<file path="src/rtl/div_ctrl_if.sv">
// Execute-stage <-> divider handshake bundle.
// Execute drives the request side, the divider drives completion and result.
interface div_ctrl_if;
    logic        div_enable;
    logic        div_sign;
    logic        div_op_mod;
    logic [31:0] div_src1;
    logic [31:0] div_src2;
    logic        div_accept;
    logic        div_cancel;
    logic        div_complete;
    logic [31:0] div_result;
    logic        div_busy;

    modport master (
        output div_enable, div_sign, div_op_mod,
        output div_src1, div_src2, div_accept, div_cancel,
        input  div_complete, div_result, div_busy
    );

    modport slave (
        input  div_enable, div_sign, div_op_mod,
        input  div_src1, div_src2, div_accept, div_cancel,
        output div_complete, div_result, div_busy
    );
endinterface

</file>
<file path="src/rtl/div_ctrl.sv">
// Radix-2 restoring divider for DIV.W/MOD.W/DIV.WU/MOD.WU.
// One quotient bit per cycle; result held in DONE until accepted.
module div_ctrl (
    input logic       clk,
    input logic       reset,
    div_ctrl_if.slave div
);
    typedef enum logic [1:0] {IDLE, CALC, DONE} state_t;

    state_t      state_q, state_d;
    logic        sign_q, mod_q, neg1_q, neg2_q, zero_q;
    logic [31:0] dvd_q, dsr_q, result_q;
    logic [32:0] rem_q;
    logic [5:0]  cnt_q;

    logic        start, last;
    logic        neg1, neg2;
    logic [31:0] abs1, abs2;
    logic [33:0] shifted;
    logic [32:0] diff, rem_nx;
    logic        ge;
    logic [31:0] quo_nx, q_fix, r_fix, res_nx;

    assign start = div.div_enable & ~div.div_cancel;
    assign last  = (cnt_q == 6'd31);

    assign neg1 = div.div_sign & div.div_src1[31];
    assign neg2 = div.div_sign & div.div_src2[31];
    assign abs1 = neg1 ? -div.div_src1 : div.div_src1;
    assign abs2 = neg2 ? -div.div_src2 : div.div_src2;

    // Restoring step: keep the shifted remainder when the trial underflows
    assign shifted = {rem_q, dvd_q[31]};
    assign ge      = shifted >= {2'b00, dsr_q};
    assign diff    = shifted[32:0] - {1'b0, dsr_q};
    assign rem_nx  = ge ? diff : shifted[32:0];
    assign quo_nx  = {dvd_q[30:0], ge};

    always_comb begin
        q_fix = quo_nx;
        if (sign_q && (neg1_q ^ neg2_q))
            q_fix = -quo_nx;
        if (zero_q)
            q_fix = 32'hFFFF_FFFF;
        r_fix = (sign_q && neg1_q) ? -rem_nx[31:0] : rem_nx[31:0];
        res_nx = mod_q ? r_fix : q_fix;
    end

    always_comb begin
        state_d = state_q;
        unique case (state_q)
            IDLE: if (start) state_d = CALC;
            CALC: begin
                if (div.div_cancel)
                    state_d = IDLE;
                else if (last)
                    state_d = DONE;
            end
            DONE: begin
                if (div.div_cancel || div.div_accept)
                    state_d = IDLE;
            end
            default: state_d = IDLE;
        endcase
    end

    always_ff @(posedge clk) begin
        if (reset)
            state_q <= IDLE;
        else
            state_q <= state_d;
    end

    always_ff @(posedge clk) begin
        if (reset) begin
            sign_q   <= 1'b0;
            mod_q    <= 1'b0;
            neg1_q   <= 1'b0;
            neg2_q   <= 1'b0;
            zero_q   <= 1'b0;
            dvd_q    <= '0;
            dsr_q    <= '0;
            rem_q    <= '0;
            cnt_q    <= '0;
            result_q <= '0;
        end else if (state_q == IDLE) begin
            if (start) begin
                sign_q <= div.div_sign;
                mod_q  <= div.div_op_mod;
                neg1_q <= neg1;
                neg2_q <= neg2;
                zero_q <= (div.div_src2 == 32'd0);
                dvd_q  <= abs1;
                dsr_q  <= abs2;
                rem_q  <= '0;
                cnt_q  <= '0;
            end
        end else if (state_q == CALC) begin
            rem_q <= rem_nx;
            dvd_q <= quo_nx;
            cnt_q <= last ? 6'd0 : cnt_q + 6'd1;
            if (state_d == DONE)
                result_q <= res_nx;
        end
    end

    assign div.div_complete = (state_q == DONE);
    assign div.div_busy     = (state_q != IDLE);
    assign div.div_result   = result_q;
endmodule

</file>
<file path="src/flat_wrapper.sv">
// flat-port wrapper written by rule: the top's interface ports become plain ports
module div_ctrl_flat 
  (clk, reset, div_div_enable, div_div_sign, div_div_op_mod, div_div_src1, div_div_src2, div_div_accept, div_div_cancel, div_div_complete, div_div_result, div_div_busy);
  div_ctrl_if div_i ();
  input logic clk;
  input logic reset;
  input wire logic [$bits(div_i.div_enable)-1:0] div_div_enable;
  input wire logic [$bits(div_i.div_sign)-1:0] div_div_sign;
  input wire logic [$bits(div_i.div_op_mod)-1:0] div_div_op_mod;
  input wire logic [$bits(div_i.div_src1)-1:0] div_div_src1;
  input wire logic [$bits(div_i.div_src2)-1:0] div_div_src2;
  input wire logic [$bits(div_i.div_accept)-1:0] div_div_accept;
  input wire logic [$bits(div_i.div_cancel)-1:0] div_div_cancel;
  output wire logic [$bits(div_i.div_complete)-1:0] div_div_complete;
  output wire logic [$bits(div_i.div_result)-1:0] div_div_result;
  output wire logic [$bits(div_i.div_busy)-1:0] div_div_busy;
  assign div_i.div_enable = div_div_enable;
  assign div_i.div_sign = div_div_sign;
  assign div_i.div_op_mod = div_div_op_mod;
  assign div_i.div_src1 = div_div_src1;
  assign div_i.div_src2 = div_div_src2;
  assign div_i.div_accept = div_div_accept;
  assign div_i.div_cancel = div_div_cancel;
  assign div_div_complete = div_i.div_complete;
  assign div_div_result = div_i.div_result;
  assign div_div_busy = div_i.div_busy;
  div_ctrl u_core (.clk(clk), .reset(reset), .div(div_i));
endmodule
</file>
<file path="config.mk">
export PLATFORM = sky130hd
export DESIGN_NAME = div_ctrl_flat
export DESIGN_NICKNAME = d
export VERILOG_FILES = /design/src/rtl/div_ctrl_if.sv /design/src/rtl/div_ctrl.sv /design/src/flat_wrapper.sv
export SDC_FILE = /design/constraint.sdc
export NUM_CORES = 1
export LEC_CHECK = 0
export CAP_MARGIN = 10
export CORE_AREA = 3 3 191 156
export CTS_CLUSTER_SIZE = 8
export DETAILED_ROUTE_END_ITERATION = 8
export DIE_AREA = 0 0 194 159
export PLACE_DENSITY_LB_ADDON = 0.08
export SLEW_MARGIN = 0
export SYNTH_ARGS = -nofsm -noshare
export SYNTH_HDL_FRONTEND = slang
export SYNTH_SLANG_ARGS = --single-unit
</file>
<file path="constraint.sdc">
create_clock -name clk -period 13.85 [get_ports clk]
set_input_delay 1.385 -clock clk [delete_from_list [all_inputs] [get_ports clk]]
set_output_delay 1.385 -clock clk [all_outputs]
set_load 0.02 [all_outputs]
</file>
# After elaboration in Yosys (flattened, before gate mapping)
# Cells that the tools add are included.
[op_classes]
n_addsub = 6
order_cmp = 1
n_eq_ne = 5
muxes = 22
bitwise = 6
n_reduce_logical = 10
[op_table]
columns = ["cell", "n"]
rows = [
  ["32-bit two-way mux", 9],
  ["33-bit two-way mux", 4],
  ["32-bit negator", 4],
  ["34-bit by 32-bit >= comparator with 1-bit output", 1],
  ["33-bit by 32-bit subtractor with 33-bit output", 1],
  ["32-bit zero test", 1],
  ["6-bit two-way mux", 4],
  ["2-bit two-way mux", 4],
  ["6-bit by 1-bit adder with 6-bit output (second input constant)", 1],
  ["6-bit by 5-bit equality test with 1-bit output (second input constant)", 1],
  ["2-bit case mux with 3 select lines", 1],
  ["2-bit equality test (second input constant)", 2],
  ["2-bit AND reduction", 2],
  ["2-bit nonzero test", 2],
  ["1-bit bitwise AND", 3],
  ["3-bit AND reduction", 1],
  ["2-bit by 1-bit equality test with 1-bit output (second input constant)", 1],
  ["1-bit logical AND", 2],
  ["2-bit zero test", 1],
  ["2-bit by 1-bit != test with 1-bit output (second input constant)", 1],
  ["1-bit NOT", 2],
  ["1-bit logical OR", 1],
  ["1-bit bitwise XOR", 1],
]
[word_totals]
ff_bits = 142
input_bits = 71
output_inout_bits = 34
elab_cells = 61

# Logic depth before layout (Yosys ltp)
# Gate-level depths: netlist of run 1.
[logic_depth]
depth_word = 6
ltp_mapped = 24
depth_no_buf = 21

# Worst setup path after synthesis of run 1
# Ideal clock, no wire load.
[synth_path]
path_kind = "reg2reg"
startpoint = "register u_core.dvd_q[31]"
endpoint = "register u_core.result_q[16] (netlist: u_core.div.div_result[16])"
setup_time_ns = 0.079
arrival_ns = 4.519
required_time_ns = 13.771
setup_slack_ns = 9.252
stages_incl_launch_ff = 23
n_path_buf = 3
period_less_slack_ns = 4.598
cell_sequence = "dfxtp_1 -> inv_1 -> ha_1 -> inv_1 -> fa_1 -> a21oi_1 -> o211ai_2 -> nand2_2 -> a31o_4 -> nand2_4 -> buf_2 -> buf_2 -> buf_2 -> o21ai_0 -> ha_1 -> nand3b_1 -> or2_2 -> or4_1 -> a21oi_1 -> o21ai_1 -> and3_1 -> or3_1 -> a211oi_2"
[synth_via]
elab_chain_cells = 5
elab_cells_between_ends = 9
classes_between = "add/sub (3); order compare (1); mux (5)"
[synth_rtl]
columns = ["item", "line_no", "source"]
rows = [
  ["start, declared", "div_ctrl.sv:12", "logic [31:0] dvd_q, dsr_q, result_q;"],
  ["start signal, assigned", "div_ctrl.sv:93", "dvd_q <= abs1;"],
  ["start signal, assigned", "div_ctrl.sv:100", "dvd_q <= quo_nx;"],
  ["33-bit by 32-bit subtractor with 33-bit output / 34-bit by 32-bit >= comparator with 1-bit output (equally long branches)", "div_ctrl.sv:35, div_ctrl.sv:34", ""],
  ["33-bit two-way mux / 32-bit negator (equally long branches)", "div_ctrl.sv:36, div_ctrl.sv:42", ""],
  ["32-bit negator / 32-bit two-way mux (equally long branches)", "div_ctrl.sv:45, div_ctrl.sv:41", ""],
  ["32-bit two-way mux, on equally long branches", "div_ctrl.sv:45, div_ctrl.sv:43", ""],
  ["32-bit two-way mux (*)", "div_ctrl.sv:46", "res_nx = mod_q ? r_fix : q_fix;"],
  ["end signal, assigned", "div_ctrl.sv:103", "result_q <= res_nx;"],
  ["end, declared", "div_ctrl.sv:12", ""],
]
# Every way passes the cells marked *; elsewhere a longest branch is shown, timed or not.
# A chain may end at the register's enable or synchronous reset.

# Worst setup path in the final report of run 1
[layout_path]
startpoint = "register u_core.rem_q[8]"
endpoint = "register u_core.result_q[16] (netlist: u_core.div.div_result[16])"
[layout_via]
elab_chain_cells = 5
elab_cells_between_ends = 9
classes_between = "add/sub (3); order compare (1); mux (5)"
[layout_rtl]
columns = ["item", "line_no", "source"]
rows = [
  ["start, declared", "div_ctrl.sv:13", "logic [32:0] rem_q;"],
  ["start signal, assigned", "div_ctrl.sv:99", "rem_q <= rem_nx;"],
  ["33-bit by 32-bit subtractor with 33-bit output / 34-bit by 32-bit >= comparator with 1-bit output (equally long branches)", "div_ctrl.sv:35, div_ctrl.sv:34", ""],
  ["33-bit two-way mux / 32-bit negator (equally long branches)", "div_ctrl.sv:36, div_ctrl.sv:42", ""],
  ["32-bit negator / 32-bit two-way mux (equally long branches)", "div_ctrl.sv:45, div_ctrl.sv:41", ""],
  ["32-bit two-way mux, on equally long branches", "div_ctrl.sv:45, div_ctrl.sv:43", ""],
  ["32-bit two-way mux (*)", "div_ctrl.sv:46", ""],
]
# Marked as above.

==> results.md, run 1 <==
* WP data required at 14.21 ns
* WL/cell at 19.49 um
* IO Pins at 105
* Die ar. at 30850 sq um
* Max_slew headroom at 25.84%
* Postcts setup bufs at 0
* WS Path Type: flop to flop
* Initial Util at 39.69%
* Via density per instance at 5.806
* CTS tree: yes
* Peak VDD IR at 89.95 uV
* Cts repair resizes at 0
* Synthesized flop and latch total at 142
* Max frequency at 0.1871 GHz
* Max Fanout on Critical Path at 60
* Gr usage total at 23.93%
* CP Capture Type: flop
* Initial antenna violation count at 0
* Clock latency on the worst-skew pair at 0.44 ns
* Synth-to-layout area growth at 16.62%
* Global Route met2 Usage at 33.73%
* Vias at 11360
* Mapped Area at 11140 sq um
* CTS Buffer Depth at 2
* Worst setup SP type: flop
* Pre-antenna DRT Iters at 5
* Met1 usage in global routing at 37.28%
* Register area share after synthesis at 25.51%
* Layout cells sized above 1 at 5.233%
* Fin. Hold Viols at 0
* Core area at 28080 sq um
* Die W at 194 um
* Gr busiest metal: met1
* Crit share post-route at 38.60%
* First-pass GRT wire length at 59280 um
* Outcome: completed
* Syn Inst Count at 1535
* Drt total wl at 38120 um
* Synthesized area per cell at 7.259 sq um
* Hold buffer count at CTS at 0
* Fillers at 2909
* Most common cell after layout, fill and taps aside: nor2_1
* Die height at 159 um
* Gpl congestion at 0.9528
* Actual slew at the worst max-slew pin at 1.112 ns
* Row count at 55
* Number of global-route vias before repair at 10260
* Power Dens Cells at 130.3 nW/um^2
* Largest net degree at the start of global routing at 104
* Nets at 1683
* DRT antenna net count at 0
* Root buffer cell: clkbuf_16
* TNS Setup at 0 ns
* Clock Sinks at 142
* Multi-input logic area at 7716 sq um
* Number of port buffers at 104
* FF/Latch Area at 2843 sq um
* Detailed Place HPWL at 29320 um
* Syn nets at 1644
* Clk slew on worst S/H paths at 0.06 ns
* Placed Area at 12330 sq um
* Ys flop type: dfxtp_1
* Unrepaired setup endpoints after global routing: false
* Initial DRC Count at 995
* H-tree depth at 4
* Max Cap Viol at 0
* Most frequent cells in the layout: 234 x nor2_1, 157 x a21oi_1, 143 x nand2_1
* Final count of pins violating max slew at 0
* Yosys cell types at 91
* Clock Skews at 0.01139 ns
* M3 GR Usage at 4.252%
* EDFF count, synth at 0
* Ys async rst share at 0%
* Post-route cell area at 13000 sq um
* CP arrival at 5.71 ns
* Post-layout min period at 5.346 ns
* Setup violators final at 0
* Grt ovf at 0
* Min-delay worst type: flop to flop
* Leak pwr at 0.004831 uW
* Diode count at 0
* YS warnings at 0
* DRC at 0
* TritonCTS Buffers at 17
[stage by stage]
stage | power [uW] | utilization (%) | cells | hold slack (ns) | worst slack [ns]
finish | 1694 | 46.28 | 1956 | 0.4441 | 8.504
global route | 1788 | 46.28 | 1956 | 0.4616 | 8.101
CTS | 1691 | 46.28 | 1956 | 0.4495 | 8.579
detailed placement | 1159 | 43.93 | 1925 | 0.4397 | 8.603
global placement | 1159 | 43.93 | 1925 | 0.4367 | 8.713
floorplan | 958.7 | - | 1535 | 0.4319 | 9.252
[layout make-up]
type,instances,share of cell area (%)
clock buffer,20,3.514
sequential,142,21.88
inverter,53,1.531
multi-input combinational,1246,59.38
timing repair buffer,114,8.569
tap,370,3.562
clock inverter,11,1.569
[synth_stat cells (4+ instances only)]
| cell | n | area, sq um |
|---|---|---|
| a31oi_1 | 15 | 93.84 |
| o211ai_1 | 14 | 105.1 |
| mux2_2 | 4 | 45.04 |
| nor3_1 | 34 | 170.2 |
| nand2_1 | 143 | 536.8 |
| buf_4 | 6 | 45.04 |
| a21oi_1 | 157 | 785.8 |
| o41ai_1 | 6 | 52.55 |
| a221oi_1 | 14 | 122.6 |
| xor2_1 | 63 | 551.8 |
| nor2_1 | 235 | 882.1 |
| nand4_1 | 19 | 118.9 |
| nand2b_1 | 10 | 62.56 |
| ha_1 | 37 | 462.9 |
| o21ai_0 | 72 | 360.4 |
| buf_1 | 6 | 22.52 |
| mux2i_1 | 8 | 80.08 |
| and3_1 | 10 | 62.56 |
| o21bai_1 | 4 | 30.03 |
| o31ai_1 | 25 | 187.7 |
| and2_1 | 12 | 75.07 |
| buf_2 | 18 | 90.09 |
| nand3b_1 | 7 | 52.55 |
| a311oi_1 | 9 | 78.83 |
| clkbuf_1 | 63 | 236.5 |
| or4_1 | 6 | 45.04 |
| or2_2 | 8 | 50.05 |
| a21o_1 | 15 | 112.6 |
| nor2b_1 | 7 | 43.79 |
| or3_1 | 26 | 162.7 |
| o21ai_1 | 6 | 30.03 |
| nor3b_1 | 9 | 67.56 |
| nand3_1 | 18 | 90.09 |
| a22oi_1 | 22 | 165.2 |
| xnor2_1 | 69 | 604.3 |
| o21a_1 | 4 | 30.03 |
| nor4_1 | 21 | 131.4 |
| o221ai_1 | 9 | 78.83 |
| inv_1 | 51 | 191.4 |
| dfxtp_1 | 142 | 2843 |
| a211oi_1 | 63 | 473.0 |
[sequential cells by signal (all words and copies together), names as in the netlist]
signal	count
u_core.neg1_q	1
u_core.zero_q	1
u_core.cnt_q	6
u_core.rem_q	33
u_core.dvd_q	32
u_core.mod_q	1
u_core.sign_q	1
u_core.state_q	2
u_core.neg2_q	1
u_core.dsr_q	32
u_core.div.div_result	32
[routing by layer]
layer	up-vias	routed length, um
met5	-	0
li1	5644	-
met2	345	15590
met3	34	2509
met4	0	581
met1	5333	19440
[critical path: stages (launching register included)]
cell and delay, ns:
dfxtp_1 0.35, ha_1 0.47, a21oi_1 0.39, o211ai_1 0.19, a21boi_2 0.31, a31o_4 0.25
nand2_4 0.39, o21ai_0 0.48, ha_1 0.32, nand3b_1 0.16, or2_2 0.33, or4_1 0.41
a21oi_1 0.27, o21ai_1 0.13, and3_1 0.19, or3_1 0.38, a211oi_2 0.21
[final timing paths]
path / from / end / slack (ns) / depth (start not counted)
worst min-delay path: u_core.div.div_result[24] / u_core.div.div_result[24] / 0.44 / 2
worst max register to register: u_core.rem_q[8] / u_core.div.div_result[16] / 8.50 / 16
worst min register to register: u_core.div.div_result[24] / u_core.div.div_result[24] / 0.44 / 2
worst max-delay path: u_core.rem_q[8] / u_core.div.div_result[16] / 8.50 / 16
[kinds of logic after synthesis]
group | count (synthesis) | share of synthesized area (%)
XOR/XNOR | 132 | 10.38
flip-flops | 142 | 25.51
multiplexers | 12 | 1.123
adder cells (fa/ha/maj) | 38 | 4.334
buffers and inverters | 147 | 5.423
AO/OA/AOI/OAI | 480 | 28.50
AND/OR/NAND/NOR | 584 | 24.74
[where the power goes]
part           internal [uW]  switching (uW)  total [uW]
clock                    332             197         528
combinational            246             469         715
sequential               428            23.0         451
total                   1010             688        1690
No activity file was read; power rests on OpenSTA's default activity.
==> run 2: changes to the inputs <==
clock period = 4.3 ns   (was 13.85 ns; I/O delays follow)
==> run 2 against run 1 <==
Die area is the same; worst setup slack lost 8.3 ns; sequential power grew to 3.2 times the previous value; clock-buffer cell count shrank 2; final cell count grew 4.6%; total power grew to 3.4 times the previous value; fmax grew 29%; core utilization grew 2.7 points; global-route usage grew 1.3 points; critical endpoint is now u_core.div.div_result[30]; largest power group unchanged; highest routed layer unchanged.
==> results.md, run 2 (synthesis results as in run 1) <==
* WS Path Type: flop to flop
* Final count of pins violating max slew at 0
* Via density per instance at 5.842
* Crit share post-route at 96.22%
* TNS Setup at 0 ns
* FF/Latch Area at 2846 sq um
* Placed Instances at 2006
* Number of global-route vias before repair at 10880
* Grt ovf at 0
* Actual slew at the worst max-slew pin at 1.115 ns
* Non-filler instance count after layout at 2045
* CTS Buffer Depth at 2
* Fillers at 2867
* Root buffer cell: clkbuf_16
* Initial DRC Count at 1113
* Clock latency on the worst-skew pair at 0.44 ns
* Worst-path cell chain: inv_1 -> ha_1 -> inv_2 -> fa_2 -> a21oi_4 -> o211ai_2 -> nand2_2 -> a31o_4 -> nand2_8 -> mux2i_4 -> ha_2 -> nand3b_1 -> or2_4 -> or4_4 -> a21oi_4 -> buf_4 -> buf_4 -> and3b_1 -> and4_1 -> o2111a_1 -> a211oi_2
* Clk slew on worst S/H paths at 0.07 ns
* Drt total wl at 40020 um
* Critical path depth at 21
* Vias at 11950
* Detailed Place HPWL at 31280 um
* Power Dens Cells at 422.9 nW/um^2
* Largest net degree at the start of global routing at 72
* Clock Sinks at 142
* Origin of the critical flop-to-flop path: u_core.dvd_q[31]
* Post-layout min period at 4.138 ns
* Min-delay worst type: input port to flop
* Worst path buffer plus inverter count at 4
* Most common cell after layout, fill and taps aside: nor2_1
* Reg2reg setup slack at 0.16 ns
* Setup ws final at 0.1624 ns
* Gr usage total at 25.21%
* Max frequency at 0.2417 GHz
* Biggest register: u_core.rem_q
* Crit-path slowest cell: or4_4
* R2R cell count at 21
* Critical Path End: u_core.div.div_result[30]
* Pre-CTS setup slack at 0.01078 ns
* Die height at 159 um
* Die ar. at 30850 sq um
* Gpl congestion at 0.9349
* Max_slew headroom at 25.64%
* Crit. Startpoint: u_core.dvd_q[31]
* Row count at 55
* Setup violators final at 0
* Most frequent cells in the layout: 234 x nor2_1, 154 x a21oi_1, 141 x nand2_1, 141 x dfxtp_1, 103 x clkdlybuf4s50_1
* Leak pwr at 0.005248 uW
* Layout cells sized above 1 at 11.58%
* Core area at 28080 sq um
* Post-route cell area at 13750 sq um
* CP arrival at 4.47 ns
* Reg2reg end: u_core.div.div_result[30]
* Placed Area at 12970 sq um
* Synth-to-layout area growth at 23.37%
* Cell family with most CP delay: simple AND/OR/NAND/NOR gates
* Nets at 1771
* Die W at 194 um
* Worst setup SP type: flop
* Number of flip-flops in the largest register at 33
* Core Util, Final at 48.96%
* Initial Util at 39.69%
* IO Pins at 105
* Peak VDD IR at 289.6 uV
* Max Fanout on Critical Path at 7
* CTS tree: yes
* H-tree depth at 4
* DRC at 0
* Outcome: completed
* CP Capture Type: flop
* Fin. Hold Viols at 0
* Initial antenna violation count at 0
* Multi-input logic area at 7845 sq um
* Diode count at 0
* DRT antenna net count at 0
* CP peak stage delay at 0.43 ns
* First-pass GRT wire length at 62270 um
* TritonCTS Buffers at 17
* WL/cell at 19.57 um
* Max Cap Viol at 0
* WP data required at 4.63 ns
* Number of port buffers at 104
* Pre-antenna DRT Iters at 5
* Clock Skews at 0.01190 ns
-- run 2: worst min-delay path by stage --
stage,startpoint,to,slack [ns],cells past startpoint
after global routing,reset,u_core.dvd_q[20],0.41,2
after global placement,u_core.div.div_result[19],u_core.div.div_result[19],0.44,1
after floorplan,u_core.dsr_q[22],u_core.dsr_q[22],0.43,2
after CTS,reset,u_core.dvd_q[26],0.39,2
after detailed placement,u_core.div.div_result[13],u_core.div.div_result[13],0.44,1
final,reset,u_core.dvd_q[28],0.40,2
-- run 2: per-stage QoR --
stage                     hold slack, ns  total power, uW
after global placement            0.4350             4069
after floorplan                   0.4319             3117
after CTS                         0.3880             5668
final                             0.3970             5813
after detailed placement          0.4403             4075
after global routing              0.4082             6112
-- run 2: timing repair --
action,4_1_cts,5_1_grt
hold buffers,0,0
setup buffers,1,6
pin swaps,1,10
setup endpoints to repair,1,8
endpoints found under the hold margin,0,0
gates resized for setup,1,25
-- run 2: report_power, final --
part / internal (uW) / total, uW / switching (uW)
logic: 1120 / 2780 / 1670
clock network: 893 / 1580 / 690
registers: 1380 / 1450 / 68.3
total: 3390 / 5810 / 2430
-- run 2: final cells by class --
class | instances | area share (%)
multi-input cells | 1246 | 57.07
flip-flops and latches | 142 | 20.71
repair buffers | 202 | 13.00
well taps | 370 | 3.368
clock buffers | 18 | 3.195
inverters | 53 | 1.447
clock inverters | 14 | 1.220
-- run 2: metal layers --
metal | up-vias | wire, um | GRT usage [%]
met1 | 5635 | 20020 | 38.64
met5 | - | 0 | 0
met4 | 0 | 613 | 5.775
met2 | 423 | 16640 | 36.51
li1 | 5851 | - | -
met3 | 37 | 2752 | 4.548
==> run 3: changes to the inputs <==
--- a/config.mk
+++ b/config.mk
@@ -8,6 +8,8 @@
 export CAP_MARGIN = 10
-export CORE_AREA = 3 3 191 156
+export CELL_PAD_IN_SITES_DETAIL_PLACEMENT = 1
+export CELL_PAD_IN_SITES_GLOBAL_PLACEMENT = 1
+export CORE_AREA = 3 3 193 158
 export CTS_CLUSTER_SIZE = 8
 export DETAILED_ROUTE_END_ITERATION = 8
-export DIE_AREA = 0 0 194 159
+export DIE_AREA = 0 0 196 161
 export PLACE_DENSITY_LB_ADDON = 0.08
==> constraint.sdc (replaced) <==
create_clock -name clk -period 4.3 [get_ports clk]
set_input_delay 0.86 -clock clk [delete_from_list [all_inputs] [get_ports clk]]
set_output_delay 0.86 -clock clk [all_outputs]
set_load 0.02 [all_outputs]
==> run 3 against run 2 <==
Via count increased by 1.4%; non-clock buffer count grew 3; die area increased by 2.3%; global-route usage up 2.2 points; cell area up 0.76%; critical path depth decreased by 4; clock power down 4%; combinational power is 3% higher; first-iteration DRC count fell by 24%; worst setup slack worse by 0.056 ns; wire length up 11%; critical path type unchanged; critical endpoint is now u_core.div.div_result[16]; largest cell class unchanged.
==> results.md, run 3 (synthesis results as in run 1) <==
* First-pass GRT wire length at 68370 um
* Core Util, Final at 47.98%
* Leak pwr at 0.005246 uW
* Clock latency on the worst-skew pair at 0.44 ns
* IO Pins at 105
* Power Dens Cells at 419.5 nW/um^2
* Clock Skews at 0.009564 ns
* Non-filler instance count after layout at 2054
* Power share of the combinational group at 49.0%
* Diode count at 0
* Crit share post-route at 97.53%
* Die ar. at 31560 sq um
* Clock Sinks at 142
* Peak VDD IR at 357.1 uV
* Setup violators final at 0
* CP Capture Type: flop
* Actual slew at the worst max-slew pin at 1.157 ns
* Outcome: completed
* Most common cell after layout, fill and taps aside: nor2_1
* Initial DRC Count at 847
* H-tree depth at 4
* Final count of pins violating max slew at 0
* Placed Instances at 2020
* Max frequency at 0.2385 GHz
* Detailed Place HPWL at 34720 um
* Drt total wl at 44580 um
* Number of flip-flops in the largest register at 33
* Sw Ratio at 42.48%
* Number of port buffers at 104
* DRC at 0
* Largest net degree at the start of global routing at 62
* Die height at 161 um
* Via density per instance at 5.897
* Initial antenna violation count at 3
* Most frequent cells in the layout: 233 x nor2_1, 155 x a21oi_1, 140 x nand2_1
* Initial Util at 38.60%
* Row count at 56
* Pre-CTS setup slack at -0.003188 ns
* Seq pwr share at 25.0%
* Max Cap Viol at 0
* Root buffer cell: clkbuf_16
* TNS Setup at 0 ns
* Hold buffer count at CTS at 0
* Clock power frac at 25.9%
* Number of global-route vias before repair at 11770
* Layout cells sized above 1 at 12.34%
* Gr usage total at 27.41%
* Min-delay worst type: flop to flop
* TritonCTS Buffers at 17
* WL/cell at 21.70 um
* Pre-antenna DRT Iters at 5
* Post-layout min period at 4.194 ns
* CP arrival at 4.55 ns
* Vias at 12110
* Max_slew headroom at 22.86%
* Unrepaired setup endpoints after global routing: true
* Biggest register: u_core.rem_q
* Nets at 1774
* Die W at 196 um
* CTS Buffer Depth at 2
* Setup ws final at 0.1063 ns
* WP data required at 4.66 ns
* Clk slew on worst S/H paths at 0.06 ns
* WS Path Type: flop to flop
* Psw at 2468 uW
* Worst setup SP type: flop
* Synth-to-layout area growth at 24.31%
* DRT antenna net count at 0
* CTS tree: yes
* Gpl congestion at 0.9304
* Fin. Hold Viols at 0
* Core area at 28870 sq um
* Int Pwr at 3343 uW
* Max Fanout on Critical Path at 4
* Grt ovf at 0
==> run 3: final timing paths <==
| check | slack [ns] | cells past startpoint | from | to |
|---|---|---|---|---|
| setup / recovery | 0.11 | 17 | u_core.dsr_q[29] | u_core.div.div_result[16] |
| hold / removal | 0.45 | 2 | u_core.div.div_result[24] | u_core.div.div_result[24] |
| setup reg to reg | 0.11 | 17 | u_core.dsr_q[29] | u_core.div.div_result[16] |
| hold reg to reg | 0.45 | 2 | u_core.div.div_result[24] | u_core.div.div_result[24] |
==> run 3: final cells by class <==
| type | instances | area (sq um) |
|---|---|---|
| Tap cell | 377 | 471.7 |
| Sequential cell | 142 | 2853 |
| Multi-Input combinational cell | 1246 | 7915 |
| Clock inverter | 12 | 133.9 |
| Timing Repair Buffer | 205 | 1847 |
| Inverter | 53 | 198.9 |
| Fill cell | 3627 | 15020 |
| Clock buffer | 19 | 432.9 |
==> run 3: power by group through the flow <==
stage	sequential (uW)	combinational (uW)	clock, uW
after CTS	1450	2680	1530
after global routing	1460	3070	1600
after global placement	1480	2620	0
after detailed placement	1480	2660	0
after floorplan	1450	1660	0
final	1460	2850	1510
==> run 3: critical path: stages, from the launching register on <==
cell      delay (ns)
dfxtp_2         0.35
inv_1           0.07
ha_4            0.29
nand4_1         0.19
nor4_4          0.40
nand3_2         0.15
a31o_4          0.26
nand2_8         0.09
mux2i_4         0.23
ha_2            0.20
nand3b_1        0.12
or2_4           0.29
or4_4           0.43
a21oi_4         0.16
o21ai_2         0.09
and3_1          0.18
or3_1           0.38
a211oi_2        0.22
==> run 3: per-stage QoR <==
stage / total power [uW] / cell area [sq um] / hold WS [ns]
final: 5811 / 13850 / 0.4473
after global routing: 6125 / 13850 / 0.4795
after CTS: 5663 / 13640 / 0.4522
after detailed placement: 4144 / 13070 / 0.4396
after global placement: 4103 / 13070 / 0.4319
after floorplan: 3117 / 11180 / 0.4319
==> run 3: metal layers <==
layer	wire [um]	track usage [%]	share of wire [%]	vias up
met4	618	6.090	1.4	4
met2	19120	41.05	43	345
li1	-	-	-	5827
met3	2714	4.505	6.1	45
met1	22100	41.21	50	5891
met5	27	0	0.061	-
==> run 3: what timing repair did <==
action / in CTS / in global routing
pin swaps: 1 / 10
setup endpoints to repair: 1 / 9
setup buffers: 0 / 3
hold endpoints to repair: 0 / 0
gates resized for setup: 2 / 39
